`config.mk`:
```
export PLATFORM = sky130hd
export DESIGN_NAME = mem_bus_arbiter
export DESIGN_NICKNAME = d
export VERILOG_FILES = /design/src/rtl/mem_bus_arbiter.sv
export SDC_FILE = /design/constraint.sdc
export NUM_CORES = 1
export LEC_CHECK = 0
export CAP_MARGIN = 15
export CORE_ASPECT_RATIO = 1.1
export CORE_MARGIN = 8
export CORE_UTILIZATION = 42
export DETAILED_ROUTE_END_ITERATION = 16
export PLACE_DENSITY = 0.79
export SETUP_SLACK_MARGIN = 0.05
export SLEW_MARGIN = 20
export SYNTH_ARGS = -nofsm -noshare
export SYNTH_HDL_FRONTEND = slang
export SYNTH_SLANG_ARGS = --single-unit
```
`constraint.sdc`:
```
create_clock -name clk -period 1.9 [get_ports clk]
set_input_delay 0.57 -clock clk [delete_from_list [all_inputs] [get_ports clk]]
set_output_delay 0.57 -clock clk [all_outputs]
set_load 0.03 [all_outputs]
```
`src/rtl/mem_bus_arbiter.sv`:
```
`timescale 1ns/1ps
// mem_bus_arbiter
//
// Shares one single-port memory bus between instruction fetch (inst_*) and
// data access (data_*). The winning request is latched into the bus
// registers and held until the bus acknowledges. The read word is then
// handed back to the requester that owns the transaction, as a one-cycle
// ok pulse.
//
// Data requests normally win. A run counter limits how many data grants in
// a row may be made while a fetch is waiting. A watchdog aborts a bus
// transaction that is never acknowledged and sets a sticky error flag.
//
// Parameters
//   MAX_DATA_RUN : consecutive data grants allowed while inst_req waits
//   TIMEOUT      : non-IDLE cycles allowed without bus_ack (>= 2)
//
// Ports
//   clk, reset                 clock (rising edge), async active-low reset
//   inst_req/addr/cancel       fetch request, address, pipeline flush
//   inst_ok/rdata              fetch done pulse and fetched word
//   data_req/we/addr/wdata/wstrb  data request and store fields
//   data_ok/rdata              data done pulse and load word
//   stall                      pipeline hold while any access is outstanding
//   bus_req/we/addr/wdata/wstrb   memory bus request side
//   bus_ack/rdata              memory bus completion and read data
//   bus_err                    sticky watchdog timeout flag
module mem_bus_arbiter #(
  parameter int MAX_DATA_RUN = 4,
  parameter int TIMEOUT      = 256
) (
  input  logic        clk,
  input  logic        reset,
  input  logic        inst_req,
  input  logic [31:0] inst_addr,
  input  logic        inst_cancel,
  output logic        inst_ok,
  output logic [31:0] inst_rdata,
  input  logic        data_req,
  input  logic        data_we,
  input  logic [31:0] data_addr,
  input  logic [31:0] data_wdata,
  input  logic [3:0]  data_wstrb,
  output logic        data_ok,
  output logic [31:0] data_rdata,
  output logic        stall,
  output logic        bus_req,
  output logic        bus_we,
  output logic [31:0] bus_addr,
  output logic [31:0] bus_wdata,
  output logic [3:0]  bus_wstrb,
  input  logic        bus_ack,
  input  logic [31:0] bus_rdata,
  output logic        bus_err
);

  localparam int RUN_W = $clog2(MAX_DATA_RUN + 1);
  localparam int WD_W  = $clog2(TIMEOUT);

  typedef enum logic [1:0] {
    ST_IDLE,
    ST_DATA,
    ST_INST,
    ST_DRAIN
  } state_t;

  state_t            state_reg;
  logic [RUN_W-1:0]  run_reg;
  logic [WD_W-1:0]   wd_reg;

  logic data_elig;
  logic inst_elig;
  logic run_full;
  logic grant_data;
  logic grant_inst;
  logic wd_expired;

  // A requester whose ok pulse is high this cycle has just been served; its
  // request line may still be high and must not win a second grant.
  assign data_elig  = data_req & ~data_ok;
  assign inst_elig  = inst_req & ~inst_cancel & ~inst_ok;
  assign run_full   = (run_reg >= RUN_W'(MAX_DATA_RUN));
  assign grant_data = data_elig & (~run_full | ~inst_elig);
  assign grant_inst = ~grant_data & inst_elig;

  // wd_reg counts completed non-IDLE cycles. It holds TIMEOUT-1 during the
  // TIMEOUT-th cycle, so bus_req is high for exactly TIMEOUT cycles before
  // an abort.
  assign wd_expired = (wd_reg == WD_W'(TIMEOUT - 1));

  assign bus_req = (state_reg != ST_IDLE);

  assign stall = (data_req & ~data_ok) | (inst_req & ~inst_cancel & ~inst_ok);

  always_ff @(posedge clk or negedge reset) begin
    if (!reset) begin
      state_reg  <= ST_IDLE;
      run_reg    <= '0;
      wd_reg     <= '0;
      inst_ok    <= 1'b0;
      inst_rdata <= '0;
      data_ok    <= 1'b0;
      data_rdata <= '0;
      bus_we     <= 1'b0;
      bus_addr   <= '0;
      bus_wdata  <= '0;
      bus_wstrb  <= '0;
      bus_err    <= 1'b0;
    end else begin
      inst_ok <= 1'b0;
      data_ok <= 1'b0;

      // Outside IDLE the run counter only needs clearing when fetch gives up.
      if (!inst_req) begin
        run_reg <= '0;
      end

      case (state_reg)
        ST_IDLE: begin
          if (grant_data) begin
            state_reg <= ST_DATA;
            wd_reg    <= '0;
            bus_we    <= data_we;
            bus_addr  <= data_addr;
            bus_wdata <= data_wdata;
            bus_wstrb <= data_we ? data_wstrb : 4'b0000;
            // Count data wins against a waiting fetch; saturate so that a
            // cancelled-but-still-requesting fetch cannot wrap the counter.
            if (inst_req && !run_full) begin
              run_reg <= run_reg + RUN_W'(1);
            end
          end else if (grant_inst) begin
            state_reg <= ST_INST;
            wd_reg    <= '0;
            run_reg   <= '0;
            bus_we    <= 1'b0;
            bus_addr  <= inst_addr;
            bus_wdata <= '0;
            bus_wstrb <= 4'b0000;
          end
        end

        ST_DATA: begin
          if (bus_ack) begin
            state_reg  <= ST_IDLE;
            data_ok    <= 1'b1;
            data_rdata <= bus_rdata;
          end else if (wd_expired) begin
            state_reg  <= ST_IDLE;
            bus_err    <= 1'b1;
            data_ok    <= 1'b1;
            data_rdata <= '0;
          end else begin
            wd_reg <= wd_reg + WD_W'(1);
          end
        end

        ST_INST: begin
          if (bus_ack) begin
            state_reg <= ST_IDLE;
            // A flush coinciding with the ack throws the word away.
            if (!inst_cancel) begin
              inst_ok    <= 1'b1;
              inst_rdata <= bus_rdata;
            end
          end else if (wd_expired) begin
            state_reg <= ST_IDLE;
            bus_err   <= 1'b1;
            if (!inst_cancel) begin
              inst_ok    <= 1'b1;
              inst_rdata <= '0;
            end
          end else if (inst_cancel) begin
            // The bus cycle is already under way and cannot be withdrawn,
            // so wait out its ack without returning anything. The watchdog
            // keeps counting because this is the same bus transaction.
            state_reg <= ST_DRAIN;
            wd_reg    <= wd_reg + WD_W'(1);
          end else begin
            wd_reg <= wd_reg + WD_W'(1);
          end
        end

        ST_DRAIN: begin
          if (bus_ack) begin
            state_reg <= ST_IDLE;
          end else if (wd_expired) begin
            state_reg <= ST_IDLE;
            bus_err   <= 1'b1;
          end else begin
            wd_reg <= wd_reg + WD_W'(1);
          end
        end

        default: begin
          state_reg <= ST_IDLE;
        end
      endcase
    end
  end

endmodule

```
== After elaboration in Yosys (flattened, before gate mapping) ==
Index checks and enable logic that the tools add are counted.

* Shift operators: 0
* Multiply operators: 0
* Order comparisons: 1
* Eq/ne operators: 11
* Reductions and logical operators: 14
* Bitwise logic cells: 14
* $add $sub $neg: 2
* Divide/modulo/power cells: 0
* Mux-type cells: 40

{| class="wikitable"
|+ Operator list
! operator !! number
|-
| 32-bit 2-to-1 mux || 10
|-
| 8-bit 2-to-1 mux || 4
|-
| 8-bit one-hot mux with 2 select lines || 1
|-
| 3-bit 2-to-1 mux || 5
|-
| 2-bit 2-to-1 mux || 7
|-
| 4-bit 2-to-1 mux || 3
|-
| 1-bit 2-to-1 mux || 9
|-
| 3-bit AND reduction || 3
|-
| 8-bit by 1-bit adder with 8-bit output, second input constant || 1
|-
| 8-bit == test, second input constant || 1
|-
| 2-bit inequality test, second input constant || 4
|-
| 1-bit inverter || 7
|-
| 2-bit one-hot mux with 3 select lines || 1
|-
| 2-bit nonzero test || 3
|-
| 1-bit bitwise AND || 5
|-
| 2-bit == test, second input constant || 2
|-
| 4-bit inequality test, second input constant || 1
|-
| 2-bit AND reduction || 2
|-
| 4-bit AND reduction || 1
|-
| 3-bit by 1-bit adder with 3-bit output, second input constant || 1
|-
| 3-bit greater-or-equal comparator, second input constant || 1
|-
| 3-bit by 1-bit inequality test with 1-bit output, second input constant || 1
|-
| 3-bit inequality test, second input constant || 1
|-
| 3-bit OR reduction || 1
|-
| 6 further kinds || 7
|}

* Logic and storage cells: 94
* Memory bits (read-only): 0
* Memories kept: 0
* Bits in registers: 149
* Latch bits: 0
* Bits of input ports: 139
* RAM bits: 0
* Output and inout port bits: 138

== Depth between registers and ports, before layout ==
Gate-level depths: netlist (run 1).

* Word-level depth: 11
* Mapped depth: 8
* Mapped depth without buffers: 6

== Least setup slack after synthesis (run 1) ==
OpenSTA, ideal clock, no wires.

* Path kind: input-to-reg
* Start: input port inst_cancel
* End: register bus_addr[0]
* Arrival: 1.725 ns
* Path buffers: 2
* Required time: 1.773 ns
* Setup time: 0.127 ns
* Slack: 0.048 ns
* Cell stages on the path: 6
* Cells stage by stage: or3b_1 -> a21o_1 -> buf_6 -> buf_6 -> a222oi_1 -> inv_1

* Word-level cells in the longest chain between the ends: 10
* Elaborated cells on any way between the ends: 11
* Those cells by class: mux (1); bitwise (8); reduce/logical (2)

{| class="wikitable"
|+ RTL lines
! element !! line !! RTL
|-
| start: declaration || 36 || <nowiki>input logic inst_cancel,</nowiki>
|-
| 1-bit inverter (*) || 81 || <nowiki>assign inst_elig = inst_req & ~inst_cancel & ~inst_ok;</nowiki>
|-
| 1-bit bitwise AND (*) (2 in series) || 81 ||
|-
| 1-bit inverter || 83 || <nowiki>assign grant_data = data_elig & (~run_full | ~inst_elig);</nowiki>
|-
| 1-bit bitwise OR || 83 ||
|-
| 1-bit bitwise AND || 83 ||
|-
| 1-bit inverter || 84 || <nowiki>assign grant_inst = ~grant_data & inst_elig;</nowiki>
|-
| 1-bit bitwise AND || 84 ||
|-
| 2-bit nonzero test (no line) || - ||
|-
| 2-bit AND reduction (no line) || - ||
|-
| end signal: assignment || 124 || <nowiki>bus_addr <= data_addr;</nowiki>
|-
| end signal: assignment || 137 || <nowiki>bus_addr <= inst_addr;</nowiki>
|-
| end: declaration || 49 || <nowiki>output logic [31:0] bus_addr,</nowiki>
|}

Mark *: on every way between the ends. The rest lies on a longest branch, timed or not.
A chain may end at the register's enable or synchronous reset.

== Worst setup path after layout (run 1) ==
* Start: register inst_ok
* End: output port stall

* Word-level cells in the longest chain between the ends: 3

{| class="wikitable"
|+ RTL lines
! element !! line !! RTL
|-
| start: declaration || 37 || <nowiki>output logic inst_ok,</nowiki>
|-
| start signal: assignment || 100 || <nowiki>inst_ok <= 1'b0;</nowiki>
|-
| start signal: assignment || 110 || <nowiki>inst_ok <= 1'b0;</nowiki>
|-
| start signal: assignment || 163 || <nowiki>inst_ok <= 1'b1;</nowiki>
|-
| 1-bit inverter || 93 || <nowiki>assign stall = (data_req & ~data_ok) | (inst_req & ~inst_cancel & ~inst_ok);</nowiki>
|-
| 1-bit bitwise AND || 93 ||
|-
| 1-bit bitwise OR || 93 ||
|-
| end: declaration || 46 || <nowiki>output logic stall,</nowiki>
|}

Every way passes these cells.

==> results of run 1 <==
## area by class of cell
cell class,instances,area share
repair buffers,330,0.325
inverters,70,0.0266
multi-input cells,227,0.195
flip-flops and latches,149,0.374
clock inverters,10,0.00753
clock buffers,22,0.0466
diodes,1,0.000251
well taps,192,0.0241
## layer usage
layer,share of wire,track usage,vias to the layer above
li1,-,-,2409
met1,0.36,0.237,2676
met2,0.51,0.365,265
met3,0.098,0.0957,48
met4,0.030,0.0944,0
met5,0,0,-
## timing repair
| item | in CTS | in global routing |
|---|---|---|
| setup buffers | 4 | 16 |
| setup endpoints to repair | 222 | 46 |
| gates cloned | 1 | 5 |
| gates resized for setup | 150 | 15 |
| pin swaps | 2 | 36 |
## per-stage QoR
step                setup TNS [ns]   util  power (mW)  worst slack, ns
CTS                         -0.273  0.678        16.3           -0.114
global route                 -1.04  0.701        17.3           -0.149
floorplan                        0      -        10.0           0.0681
detailed placement          -39.62  0.646        14.1           -0.533
finish                      -0.101  0.701        16.5           -0.101
global placement            -34.80  0.646        13.8           -0.466
## cells in the final DEF (no fill, tap or decap), types with 22 or more instances in the layout
cell type	n
sky130_fd_sc_hd__dfrtp_1	147
sky130_fd_sc_hd__dlygate4sd2_1	135
sky130_fd_sc_hd__clkdlybuf4s50_1	134
sky130_fd_sc_hd__inv_1	69
sky130_fd_sc_hd__a32o_1	36
sky130_fd_sc_hd__buf_4	36
sky130_fd_sc_hd__nand2_1	34
sky130_fd_sc_hd__a22o_1	33
sky130_fd_sc_hd__mux2i_1	32
sky130_fd_sc_hd__a222oi_1	32
sky130_fd_sc_hd__clkbuf_16	22
## how the worst max path moves through the flow
stage | cells past startpoint | end
after floorplan | 6 | bus_addr[0]$_DFFE_PN0P_
after global placement | 6 | bus_addr[17]$_DFFE_PN0P_
after detailed placement | 6 | bus_addr[25]$_DFFE_PN0P_
after CTS | 3 | stall
after global routing | 3 | stall
final | 3 | stall
## power by group
| group | internal [mW] | switching [mW] | total, mW |
|---|---|---|---|
| sequential | 4.57 | 0.816 | 5.39 |
| combinational | 3.05 | 5.01 | 8.07 |
| clock | 1.74 | 1.32 | 3.07 |
| total | 9.37 | 7.15 | 16.5 |
## critical path: cells and delay by family (launching register included)
kind,cells,cell delay (ns)
flops,1,0.39
buf+inv,1,0.13
simple gates,2,0.49
## cell families after synthesis
group                    count (synthesis)  synth area share
adder cells (fa/ha/maj)                  3           0.00621
buffers and inverters                  109            0.0783
flip-flops                             149             0.617
multiplexers                            33            0.0547
AO/OA/AOI/OAI                          131             0.196
AND/OR/NAND/NOR                         60            0.0481
==> load_flow_metrics.sql, run 1 <==
INSERT INTO impl_metrics (metric_group, metric, value, unit) VALUES
('final_layout', 'final_net_count', '937', ''),
('final_layout', 'final_design_area_no_fill', '9960', 'um2'),
('synthesis', 'post-synth-top-area-fraction', '0.617', ''),
('timing', 'setup_viol', '1', ''),
('synthesis', 'synth.most_common_cell', 'sky130_fd_sc_hd__dfrtp_1', ''),
('timing', 'fmax', '500', 'MHz'),
('clock_network', 'cts_tree', 'done', ''),
('timing', 'timing.final.hold_violations', '0', ''),
('job', 'max_cap_viol_count', '0', ''),
('timing', 'final_critical_path_setup_slack', '-0.101', 'ns'),
('pwr', 'power_density', '1660', 'nW/um2'),
('detailed_routing', 'routed_wire_length_per_instance', '21.4', 'um'),
('synthesis', 'yosysWarningCount', '0', ''),
('global_route', 'groute.usage.overall', '0.219', ''),
('pwr', 'p_leak', '4.94', 'nW'),
('setup_path', 'setup.worst_path.class', 'reg2out', ''),
('detailed_routing', 'detail_route.iter0.violations', '410', ''),
('global_route', 'largest_net_degree_at_the_start_of_global_routing', '65', ''),
('place', 'gp_congestion', '0.827', ''),
('timing', 'min_period', '2.00', 'ns'),
('clock_network', 'clock-root-buffer', 'sky130_fd_sc_hd__clkbuf_16', ''),
('setup_path', 'crit_start', 'inst_ok$_DFF_PN0_', ''),
('floorplanning', 'floorplan.io_pins', '277', ''),
('setup_path', 'crit-reg2reg-capture', 'data_rdata[7]$_DFFE_PN0P_', ''),
('detailed_routing', 'number_of_nets_with_antenna_violations_after_detailed_routing', '0', ''),
('clock_network', 'numCtsBuffers', '17', ''),
('synthesis', 'synthesis.instances', '485', ''),
('pwr', 'max-vdd-ir-drop', '1.06', 'mV'),
('synthesis', 'post_synth.cell_area_avg', '12.5', 'um2'),
('setup_path', 'setup.reg_to_reg.worst_slack', '0', 'ns'),
('final_layout', 'layout.filler_cells', '1055', ''),
('timing', 'fin_worst_hold_slack', '0.0564', 'ns'),
('clock_network', 'clock_insertion_delay_worst_skew', '0.42', 'ns'),
('final_layout', 'seq_area', '3730', 'um2'),
('floorplanning', 'fp.dieArea', '18500', 'um2'),
('floorplanning', 'core_area', '14200', 'um2'),
('setup_path', 'worst_path_max_delay_cell', 'sky130_fd_sc_hd__or3b_4', ''),
('floorplanning', 'die_height', '142', 'um'),
('detailed_routing', 'number_of_remaining_drc_errors', '0', ''),
('global_route', 'grt_first_pass_wirelength', '31.3', 'mm'),
('synthesis', 'ys_async_sr_fraction', '1.00', ''),
('floorplanning', 'starting_density_of_the_core', '0.425', ''),
('status', 'violated_checks', 'setup timing', ''),
('floorplanning', 'std_cell_rows', '46', ''),
('synthesis', 'synth.net_count', '627', ''),
('synthesis', 'yosys-top-cells-count', 'sky130_fd_sc_hd__dfrtp_1 (149), sky130_fd_sc_hd__inv_1 (69), sky130_fd_sc_hd__a32o_1 (36)', ''),
('setup_path', 'worstReg2RegStart', 'wd_reg[1]$_DFFE_PN0P_', ''),
('timing', 'rsz0062_at_grt', 'yes', ''),
('clock_network', 'htree_num_levels', '4', ''),
('worst_hold_path', 'type_of_the_worst_min_delay_path', 'in2async', ''),
('detailed_routing', 'drt-pass1-iter-count', '8', ''),
('timing', 'clock-skew-final', '0.0139', 'ns'),
('global_route', 'number_of_global_route_vias_before_repair', '5778', ''),
('synthesis', 'netlist_area', '6040', 'um2'),
('final_layout', 'combined_area_of_the_multi_input_logic_cells', '1940', 'um2'),
('status', 'outcome', 'complete, but fails checks', ''),
('clock_network', 'worst_setup_hold_path_clk_slew', '0.06', 'ns'),
('timing', 'worst_slew_pin_slew', '0.621', 'ns'),
('global_route', 'gr_overflow_total', '0', ''),
('setup_path', 'worstSetupEndpointType', 'output port', ''),
('final_layout', 'finished_layout_cells', '1001', ''),
('synthesis', 'postSynthRegisterBits', '149', ''),
('detailed_routing', 'via_per_inst', '5.39', ''),
('place', 'port_buffers', '276', ''),
('synthesis', 'synth-edff-count', '0', ''),
('synthesis', 'ys_seq_area_frac', '0.617', ''),
('detailed_routing', 'totalWireLength', '21.5', 'mm'),
('place', 'place.detailed.hpwl', '14.7', 'mm'),
('final_layout', 'drive_above_1_share', '0.131', ''),
('synthesis', 'postSynth.topFlopCell', 'sky130_fd_sc_hd__dfrtp_1', ''),
('clock_network', 'tritoncts_num_sinks', '149', '');
(Power assumes the default switching activity.)
==> run 2, diff against run 1 <==
- ABC_CLOCK_PERIOD_IN_PS: unset -> 1900
- CORE_MARGIN: 8 -> 1.5
==> run 2 against run 1 <==
  * The run still ends with setup timing left
  * Global-route usage increased by 3.7 points
  * Largest cell class unchanged
  * Via count decreased by 0.59%
  * Sequential cell count is the same
  * Fmax decreased by 1.1%
  * Utilization up 1.1 points
  * Final cell count is 1.9% lower
  * Clock power grew 23%
  * Non-clock buffer count fell by 12
  * Setup slack worse by 0.023 ns
==> load_flow_metrics.sql, run 2 (synthesized netlist as in run 1, its figures left out) <==
INSERT INTO impl_metrics (metric_group, metric, value, unit) VALUES
('detailed_routing', 'routed-via-count', '5366', ''),
('setup_path', 'crit_path_leading_delay_family', 'simple AND/OR/NAND/NOR gates', ''),
('final_layout', 'layout_common_cells', 'sky130_fd_sc_hd__dfrtp_1 (147), sky130_fd_sc_hd__clkdlybuf4s50_1 (134), sky130_fd_sc_hd__dlygate4sd2_1 (134)', ''),
('global_route', 'number_of_global_route_vias_before_repair', '5460', ''),
('pwr', 'max-vdd-ir-drop', '1.04', 'mV'),
('detailed_routing', 'drt-pass1-iter-count', '6', ''),
('final_layout', 'drive_above_1_share', '0.122', ''),
('timing', 'min_period', '2.02', 'ns'),
('final_layout', 'fin_util', '0.712', ''),
('pwr', 'power_density', '1710', 'nW/um2'),
('final_layout', 'layout.filler_cells', '1018', ''),
('clock_network', 'cts_tree', 'done', ''),
('clock_network', 'clockBufferDepth', '2', ''),
('timing', 'worst_slew_pin_slew', '0.626', 'ns'),
('detailed_routing', 'detail_route.iter0.violations', '481', ''),
('setup_path', 'cp.required', '1.33', 'ns'),
('setup_path', 'path_max_fanout', '4', ''),
('clock_network', 'clock_insertion_delay_worst_skew', '0.42', 'ns'),
('floorplanning', 'die_height', '129', 'um'),
('timing', 'final_critical_path_setup_slack', '-0.124', 'ns'),
('detailed_routing', 'via_per_inst', '5.46', ''),
('job', 'max_cap_viol_count', '0', ''),
('clock_network', 'htree_num_levels', '4', ''),
('setup_path', 'critical_path.max_stage_delay', '0.44', 'ns'),
('floorplanning', 'core_area', '13900', 'um2'),
('worst_hold_path', 'type_of_the_worst_min_delay_path', 'in2reg', ''),
('global_route', 'antenna_violations_before_repair', '0', ''),
('setup_path', 'arrival', '1.45', 'ns'),
('global_route', 'gr_overflow_total', '0', ''),
('final_layout', 'layout_commonest_cell', 'sky130_fd_sc_hd__dfrtp_1', ''),
('timing', 'fmax', '494', 'MHz'),
('floorplanning', 'starting_density_of_the_core', '0.434', ''),
('detailed_routing', 'number_of_nets_with_antenna_violations_after_detailed_routing', '0', ''),
('timing', 'timing.setup.tns', '-0.124', 'ns'),
('timing', 'timing.final.hold_violations', '0', ''),
('detailed_routing', 'maxUsedRoutingLayer', 'met4', ''),
('setup_path', 'worstSetupEndpointType', 'output port', ''),
('setup_path', 'setup.worst_path.class', 'in2out', ''),
('detailed_routing', 'totalWireLength', '19.7', 'mm'),
('place', 'placedInstanceArea', '9170', 'um2'),
('timing', 'clock-skew-final', '0.00573', 'ns'),
('clock_network', 'clock-root-buffer', 'sky130_fd_sc_hd__clkbuf_16', ''),
('global_route', 'groute.usage.overall', '0.256', ''),
('timing', 'setup_viol', '1', ''),
('global_route', 'grt_first_pass_wirelength', '30.0', 'mm'),
('floorplanning', 'fp.dieArea', '15100', 'um2'),
('setup_path', 'cells_along_the_critical_path', 'clkdlybuf4s15_2, or3b_4, nand2_4, buf_12', ''),
('detailed_routing', 'routed_length_on_met2', '9.62', 'mm'),
('timing', 'rsz0062_at_grt', 'yes', ''),
('setup_path', 'critPathBufInv', '2', ''),
('final_layout', 'area_growth_syn_to_layout', '64.0', '%'),
('place', 'port_buffers', '276', ''),
('clock_network', 'numCtsBuffers', '17', ''),
('floorplanning', 'dieWidth', '117', 'um'),
('final_layout', 'num_antenna_cells', '0', ''),
('timing', 'relSlewSlack', '0.583', ''),
('detailed_routing', 'routed_wire_length_per_instance', '20.0', 'um'),
('setup_path', 'cp-start-kind', 'primary input', ''),
('final_layout', 'final_design_area_no_fill', '9910', 'um2'),
('detailed_routing', 'number_of_remaining_drc_errors', '0', ''),
('status', 'outcome', 'complete, but fails checks', ''),
('place', 'place.detailed.hpwl', '13.6', 'mm'),
('timing', 'timing_max_transition_violations_final', '0', ''),
('floorplanning', 'std_cell_rows', '45', ''),
('place', 'gp_congestion', '0.912', ''),
('global_route', 'largest_net_degree_at_the_start_of_global_routing', '65', ''),
('detailed_routing', 'met1Wirelength', '7.66', 'mm'),
('status', 'violated_checks', 'setup timing', ''),
('clock_network', 'worst_setup_hold_path_clk_slew', '0.06', 'ns'),
('setup_path', 'worst_path_max_delay_cell', 'sky130_fd_sc_hd__or3b_4', ''),
('final_layout', 'final_net_count', '925', ''),
('floorplanning', 'floorplan.io_pins', '277', ''),
('timing', 'final.period_utilization', '1.07', ''),
('pwr', 'p_leak', '4.91', 'nW'),
('clock_network', 'tritoncts_num_sinks', '149', ''),
('detailed_routing', 'wire_length_on_met3', '1.83', 'mm');
## run 2: changes by cell type in the layout (fill, tap and decap cells not counted), sizes merged
cell	previous run	this run
dlygate4sd2	135	134
clkinv	4	1
bufinv	0	5
buf	53	43
inv	72	70
dlymetal6s2s	1	0
clkinvlp	4	2
diode	1	0
dlygate4sd3	0	1
clkbuf	27	26
## run 2: final timing paths
| check | start | endpoint | slack, ns | depth (start not counted) |
|---|---|---|---|---|
| worst min register to register | bus_err$_DFFE_PN0P_ | bus_err$_DFFE_PN0P_ | 0.46 | 1 |
| worst max register to register | wd_reg[4]$_DFFE_PN0P_ | data_rdata[23]$_DFFE_PN0P_ | 0.06 | 6 |
| worst min-delay path | inst_req | run_reg[2]$_DFF_PN0_ | 0.45 | 3 |
| max in group asynchronous | reset | bus_addr[30]$_DFFE_PN0P_ | 0.69 | 3 |
| min in group asynchronous | reset | data_rdata[19]$_DFFE_PN0P_ | 0.52 | 2 |
| worst max-delay path | inst_cancel | stall | -0.12 | 4 |
## run 2: worst reg2reg max path: stages, from the launching register on
cell and delay [ns]:
sky130_fd_sc_hd__dfrtp_1 0.41, sky130_fd_sc_hd__nand4_1 0.28, sky130_fd_sc_hd__o21ba_4 0.32, sky130_fd_sc_hd__nor3b_4 0.23, sky130_fd_sc_hd__buf_4 0.19, sky130_fd_sc_hd__clkbuf_16 0.17
sky130_fd_sc_hd__mux2i_1 0.18
## run 2: layout make-up
| type | instances | area, um2 | area share |
|---|---|---|---|
| clock buffers | 22 | 494 | 0.0499 |
| clock inverters | 8 | 170 | 0.0172 |
| inverters | 70 | 263 | 0.0265 |
| multi-input cells | 227 | 1930 | 0.195 |
| flip-flops and latches | 149 | 3730 | 0.377 |
| well taps | 188 | 235 | 0.0237 |
| repair buffers | 318 | 3080 | 0.311 |
## run 2: where the power goes
part / internal (mW) / leakage, nW / switching (mW)
Combinational: 2.92 / 2.68 / 4.85
Sequential: 4.57 / 1.90 / 0.785
Clock: 2.49 / 0.320 / 1.28
## run 2: timing repair
action	CTS	global route
pin swaps	2	4
hold buffers	1	0
cloned	1	2
setup buffers	2	9
gates resized for setup	151	14
endpoints found under the hold margin	9	0
setup endpoints to repair	219	46
## run 2: layer usage
layer / up-vias / track usage
li1: 2379 / -
met1: 2667 / 0.311
met2: 284 / 0.418
met3: 36 / 0.0891
met4: 0 / 0.114
met5: - / 0
## run 2: through the flow
step | hold WS (ns) | worst slack (ns) | total power [mW] | std cells
after floorplan | 0.274 | 0.0681 | 10.0 | 485
after global placement | 0.391 | -0.491 | 13.7 | 937
after detailed placement | 0.393 | -0.624 | 13.9 | 937
after CTS | 0.460 | -0.140 | 16.8 | 971
after global routing | 0.450 | -0.162 | 17.7 | 982
final | 0.446 | -0.124 | 16.9 | 982
